**config.mk**
```make
export PLATFORM = sky130hd
export DESIGN_NAME = pwm_duty_ramp_ctrl
export DESIGN_NICKNAME = d
export VERILOG_FILES = /design/src/rtl/pwm_duty_ramp_ctrl.sv
export SDC_FILE = /design/constraint.sdc
export NUM_CORES = 1
export LEC_CHECK = 0
export CORE_ASPECT_RATIO = 0.5
export CORE_MARGIN = 2
export CORE_UTILIZATION = 35
export CTS_CLUSTER_DIAMETER = 40
export DETAILED_ROUTE_END_ITERATION = 10
export PLACE_DENSITY = 0.6
export SLEW_MARGIN = 20
export SYNTH_ARGS = -nofsm -noshare
export SYNTH_HDL_FRONTEND = slang
export SYNTH_SLANG_ARGS = --single-unit
```
**constraint.sdc**
```tcl
create_clock -name clk -period 3.4 [get_ports clk]
set_input_delay 0.68 -clock clk [delete_from_list [all_inputs] [get_ports clk]]
set_output_delay 0.68 -clock clk [all_outputs]
set_load 0.03 [all_outputs]
```
**src/rtl/pwm_duty_ramp_ctrl.sv**
```systemverilog
// -----------------------------------------------------------------------------
// pwm_duty_ramp_ctrl
// Duty-cycle controller for a free-running M-step PWM counter. Takes a target
// duty over valid/ready, then walks the applied duty toward it in programmable
// steps. The duty only changes in a cycle where co=1, so the PWM picks up each
// new value from cnt=0 and never sees a glitch in the middle of a period.
//
// Optional feature macro: PWM_DUTY_SOFTSTOP_EN
//   defined   : dropping en ramps the duty down to 0 (STOP state) with the
//               latched step/div before the controller returns to IDLE.
//   undefined : dropping en zeroes the duty at the next co and returns to IDLE.
// -----------------------------------------------------------------------------
module pwm_duty_ramp_ctrl #(
  parameter int M     = 256,
  parameter int DW    = $clog2(M),
  parameter int DIV_W = 8
) (
  input  logic             clk,
  input  logic             rst_n,
  input  logic             en,
  input  logic             tgt_valid,
  output logic             tgt_ready,
  input  logic [DW-1:0]    tgt_duty,
  input  logic [DW-1:0]    step,
  input  logic [DIV_W-1:0] div,
  input  logic             co,
  output logic [DW-1:0]    duty,
  output logic             busy,
  output logic             done
);

  localparam logic [DW-1:0] DUTY_MAX = DW'(M - 1);

`ifdef PWM_DUTY_SOFTSTOP_EN
  typedef enum logic [1:0] {IDLE, RAMP, STOP} state_t;
`else
  typedef enum logic [1:0] {IDLE, RAMP} state_t;
`endif

  state_t           state;
  logic [DW-1:0]    tgt_q;
  logic [DW-1:0]    step_q;
  logic [DIV_W-1:0] div_q;
  logic [DIV_W-1:0] pcnt;
  logic [DW-1:0]    tgt_sat;
  logic [DW-1:0]    ramp_duty;
  logic             upd_due;
`ifdef PWM_DUTY_SOFTSTOP_EN
  logic [DW-1:0]    stop_duty;
`else
  logic             zero_pend;
`endif

  // One ramp update from cur toward tgt: step==0 jumps, upward moves clamp at
  // tgt using a carry bit so the sum cannot wrap, downward moves clamp at tgt.
  function automatic logic [DW-1:0] step_toward(input logic [DW-1:0] cur,
                                                input logic [DW-1:0] tgt,
                                                input logic [DW-1:0] stp);
    logic [DW:0] sum;
    sum = {1'b0, cur} + {1'b0, stp};
    if (stp == '0)
      return tgt;
    if (cur < tgt)
      return (sum > {1'b0, tgt}) ? tgt : sum[DW-1:0];
    if ((cur - tgt) > stp)
      return cur - stp;
    return tgt;
  endfunction

  assign tgt_ready = en && (state == IDLE);
  assign tgt_sat   = (tgt_duty > DUTY_MAX) ? DUTY_MAX : tgt_duty;
  assign ramp_duty = step_toward(duty, tgt_q, step_q);
  // A co only moves the duty once div+1 periods have elapsed since the last move.
  assign upd_due   = co && (pcnt == div_q);
`ifdef PWM_DUTY_SOFTSTOP_EN
  assign stop_duty = step_toward(duty, '0, step_q);
`endif

  // Controller state, period divider and registered outputs.
  // NOTE: sequential state uses non-blocking assignments so every register
  // samples pre-edge values regardless of statement order in this block.
  always_ff @(posedge clk or negedge rst_n) begin
    if (!rst_n) begin
      state     <= IDLE;
      duty      <= '0;
      busy      <= 1'b0;
      done      <= 1'b0;
      pcnt      <= '0;
      tgt_q     <= '0;
      step_q    <= '0;
      div_q     <= '0;
`ifndef PWM_DUTY_SOFTSTOP_EN
      zero_pend <= 1'b0;
`endif
    end else begin
      done <= 1'b0;
`ifdef PWM_DUTY_SOFTSTOP_EN
      case (state)
        IDLE: begin
          if (!en) begin
            // Only a non-zero duty needs a soft ramp-down.
            if (duty != '0) begin
              state <= STOP;
              busy  <= 1'b1;
              pcnt  <= '0;
            end
          end else if (tgt_valid) begin
            tgt_q  <= tgt_sat;
            step_q <= step;
            div_q  <= div;
            pcnt   <= '0;
            state  <= RAMP;
            busy   <= 1'b1;
          end
        end
        RAMP: begin
          if (!en) begin
            state <= STOP;
            pcnt  <= '0;
          end else if (co) begin
            if (!upd_due) begin
              pcnt <= pcnt + 1'b1;
            end else begin
              pcnt <= '0;
              duty <= ramp_duty;
              if (ramp_duty == tgt_q) begin
                done  <= 1'b1;
                state <= IDLE;
                busy  <= 1'b0;
              end
            end
          end
        end
        STOP: begin
          // The ramp-down always finishes, even if en comes back meanwhile.
          if (co) begin
            if (!upd_due) begin
              pcnt <= pcnt + 1'b1;
            end else begin
              pcnt <= '0;
              duty <= stop_duty;
              if (stop_duty == '0) begin
                state <= IDLE;
                busy  <= 1'b0;
              end
            end
          end
        end
        default: state <= IDLE;
      endcase
`else
      if (!en) begin
        // Abandon any ramp at once; the duty itself waits for a period boundary.
        state <= IDLE;
        busy  <= 1'b0;
        pcnt  <= '0;
        if (co) begin
          duty      <= '0;
          zero_pend <= 1'b0;
        end else begin
          zero_pend <= 1'b1;
        end
      end else begin
        case (state)
          IDLE: begin
            if (tgt_valid) begin
              // A new request supersedes a zeroing still waiting for its co.
              tgt_q     <= tgt_sat;
              step_q    <= step;
              div_q     <= div;
              pcnt      <= '0;
              state     <= RAMP;
              busy      <= 1'b1;
              zero_pend <= 1'b0;
            end else if (co && zero_pend) begin
              duty      <= '0;
              zero_pend <= 1'b0;
            end
          end
          RAMP: begin
            if (co) begin
              if (!upd_due) begin
                pcnt <= pcnt + 1'b1;
              end else begin
                pcnt <= '0;
                duty <= ramp_duty;
                if (ramp_duty == tgt_q) begin
                  done  <= 1'b1;
                  state <= IDLE;
                  busy  <= 1'b0;
                end
              end
            end
          end
          default: state <= IDLE;
        endcase
      end
`endif
    end
  end

endmodule

```
==> impl_metrics.json, run 1 <==
{
  "vias": 4089,
  "fin_ws_ns": -0.1885,
  "synth_top_area_share_pct": 27.31,
  "reg2reg_from": "duty[0]",
  "wl_mm": 13.04,
  "fp.dieW_um": 155.8,
  "clk_pin_slew_ns": 0.07,
  "ys_top_cells_by_count": "77 x nand2_1, 44 x dfrtp_1, 40 x ha_1, 39 x o21ai_0, 30 x inv_1",
  "violations": "setup timing",
  "powerDensity_nw_per_um2": 504.4,
  "worstRegToRegCells": 17,
  "crit_path_start_kind": "flop",
  "path_depth": 17,
  "seq_area_um2": 1107,
  "dieArea_um2": 12440,
  "gp_congestion": 0.9506,
  "fill_cells": 993,
  "layout.nets": 688,
  "max-cap-violations": 0,
  "p_leak_nw": 2.659,
  "post-route-min-period_ns": 3.588,
  "route.detailed.drc": 0,
  "io_pins": 40,
  "crit_path_start": "duty[0]",
  "cp-end-kind": "flop",
  "fmax_mhz": 278.7,
  "drive_gt1_share_pct": 29.34,
  "die_h_um": 79.89,
  "endpoint": "state[0]",
  "critPathKind": "flop to flop",
  "postSynthAreaPerCell_um2": 8.399,
  "drt.antenna.violating_nets": 0,
  "synth.distinct_cells": 73,
  "rr_endpoint": "state[0]",
  "fin_worst_skew_ns": 0.004986,
  "tritoncts": "built",
  "slowest_delay_ns": 0.38,
  "synthFlopType": "dfrtp_1",
  "fp-row-count": 27,
  "seq_area_frac_synth_pct": 27.31,
  "timing.final.crit_share_pct": 105.5,
  "crit_arrival_ns": 3.81,
  "dr.pass1.iters": 5,
  "clock_path_buffers": 2,
  "cp_num_buf_inv": 2,
  "path_common_cell": "a211oi_2",
  "hold_viol": 0,
  "dp_hpwl_mm": 10.06,
  "grt_pass1_wl_mm": 21.02,
  "cp_cell_sequence": "ha_2, inv_1, fa_2, o21bai_4, nand3_1, nand3_2, xnor2_2, ha_1, a21o_1, a211oi_2, a211oi_2, a311oi_2, buf_4, o2111a_1, a211oi_1, o2111a_2, nor3b_2",
  "drtIter0Drc": 279,
  "crit_family": "compound AO/OA/AOI/OAI gates",
  "worstPathRequired_ns": 3.62,
  "diodes": 0,
  "grt_max_degree": 45,
  "vdd_drop_max_mv": 0.2658,
  "syn2layout_area_growth_pct": 41.96,
  "root_buffer": "clkbuf_16",
  "antenna_found_initial": 0,
  "synth_edf_count": 0,
  "status": "finished, violations left",
  "routed_via_density": 5.366,
  "yosysTopAreaCell": "dfrtp_1",
  "synth_nets": 552,
  "multi_input_comb_area_um2": 2919,
  "wl_per_cell_um": 17.12,
  "synthArstFlopShare_pct": 100.0,
  "grt_pass1_vias": 4058,
  "synthTopCellsByArea": "dfrtp_1 27%, ha_1 12%, nand2_1 7.2%",
  "postSynthCellCount": 480,
  "cts_sinks": 44,
  "core_area_um2": 11110,
  "synth_warnings": 0,
  "yosysMostFrequentCell": "nand2_1",
  "slew_violations": 0,
  "hold_class": "input port to asynchronous set/reset pin",
  "timing.setup.tns_ns": -1.348,
  "slew-limit-headroom_pct": 45.35,
  "r2r_slack_ns": -0.19,
  "htree_levels": 2,
  "crit_slowest_cell": "dfrtp_2",
  "rsz0062_at_grt": "yes",
  "clk_latency_ns": 0.29,
  "start_util_pct": 36.27,
  "ys_seq_elements": 44,
  "finalSetupViolCount": 11,
  "fin_util_pct": 51.49,
  "io_buffers": 39,
  "grt.overflow.total": 0,
  "crit_path_max_fanout": 3,
  "synth_area_um2": 4031,
  "grt.total_usage_pct": 21.74,
  "worstMarginPinSlew_ns": 0.8143,
  "cts_buffers": 5
}
## repair_timing
item,CTS,global route
hold buffers,0,0
gates cloned,1,0
pin swaps,25,14
buffers inserted,21,3
setup endpoints to repair,11,11
resized for setup,40,14
## kinds of logic after synthesis
logic type	after synthesis	synth area share, %
flops	44	27.31
buf+inv	47	6.238
mux	7	1.738
compound gates	134	22.10
fa+ha+maj	43	13.90
xor+xnor	32	7.759
simple gates	173	20.95
## routing by layer
layer | routed length [um] | global-route usage (%) | vias up | share of wire (%)
li1 | - | - | 1986 | -
met1 | 6199 | 31.14 | 1931 | 48
met2 | 5679 | 33.89 | 152 | 44
met3 | 926 | 3.800 | 20 | 7.1
met4 | 238 | 5.505 | 0 | 1.8
met5 | 0 | 0 | - | 0
## report_power, final
| group | leakage [nW] | internal, mW | total, mW | switching [mW] |
|---|---|---|---|---|
| clock network | 0.0871 | 0.368 | 0.583 | 0.215 |
| registers | 0.561 | 0.576 | 0.620 | 0.0437 |
| logic | 2.01 | 0.814 | 1.68 | 0.870 |
| total | 2.66 | 1.76 | 2.89 | 1.13 |
## registers in the layout, indices dropped and copies added (netlist names)
register / flops
step_q: 8
pcnt: 8
tgt_q: 8
state: 1
busy: 1
done: 1
zero_pend: 1
duty: 8
div_q: 8
## through the flow
stage	hold slack, ns	std cells	power (mW)	area [um^2]	worst slack (ns)
final	0.3834	762	2.887	5723	-0.1885
after global routing	0.4322	762	3.066	5723	-0.4190
after CTS	0.5008	759	2.814	5624	-0.1199
after detailed placement	0.4864	729	2.064	5159	-0.2822
after global placement	0.4876	729	2.055	5159	-0.2371
after floorplan	0.3844	480	1.552	4113	-0.1049
## placed cells by master (no fill, tap or decap), types with 7 or more instances in the layout
cell type / netlist / routed
buf_4: 0 / 100
nand2_1: 77 / 76
dfrtp_1: 44 / 39
clkdlybuf4s50_1: 0 / 38
ha_1: 40 / 33
o21ai_0: 39 / 30
inv_1: 30 / 26
nor2_1: 28 / 26
a21oi_1: 24 / 21
xnor2_1: 18 / 16
nand3_1: 12 / 11
xor2_1: 11 / 11
o21ai_1: 3 / 10
nand2b_1: 8 / 8
o22ai_1: 9 / 8
nor2b_1: 8 / 7
a21o_1: 7 / 7
mux2i_1: 7 / 7
## how the worst min path moves through the flow
stage / from / endpoint
global route: rst_n / div_q[0]
CTS: pcnt[7] / pcnt[7]
detailed placement: pcnt[7] / pcnt[7]
floorplan: rst_n / busy
finish: rst_n / div_q[1]
global placement: div_q[2] / div_q[2]
## layout make-up
type / count / area share (%)
inverters: 31 / 2.077
flip-flops and latches: 44 / 19.35
clock buffers: 6 / 2.427
multi-input cells: 389 / 51.01
repair buffers: 145 / 21.29
clock inverters: 2 / 0.6777
well taps: 145 / 3.170
(Power assumes the default switching activity.)
==> run 2, diff against run 1 <==
--- a/config.mk
+++ b/config.mk
@@ -5,6 +5,7 @@
 export SDC_FILE = /design/constraint.sdc
 export NUM_CORES = 1
 export LEC_CHECK = 0
+export ABC_CLOCK_PERIOD_IN_PS = 3400
 export CORE_ASPECT_RATIO = 0.5
 export CORE_MARGIN = 2
 export CORE_UTILIZATION = 35
==> results of run 2 <==
No change in the layout: final DEF, timing and power equal those of run 1.
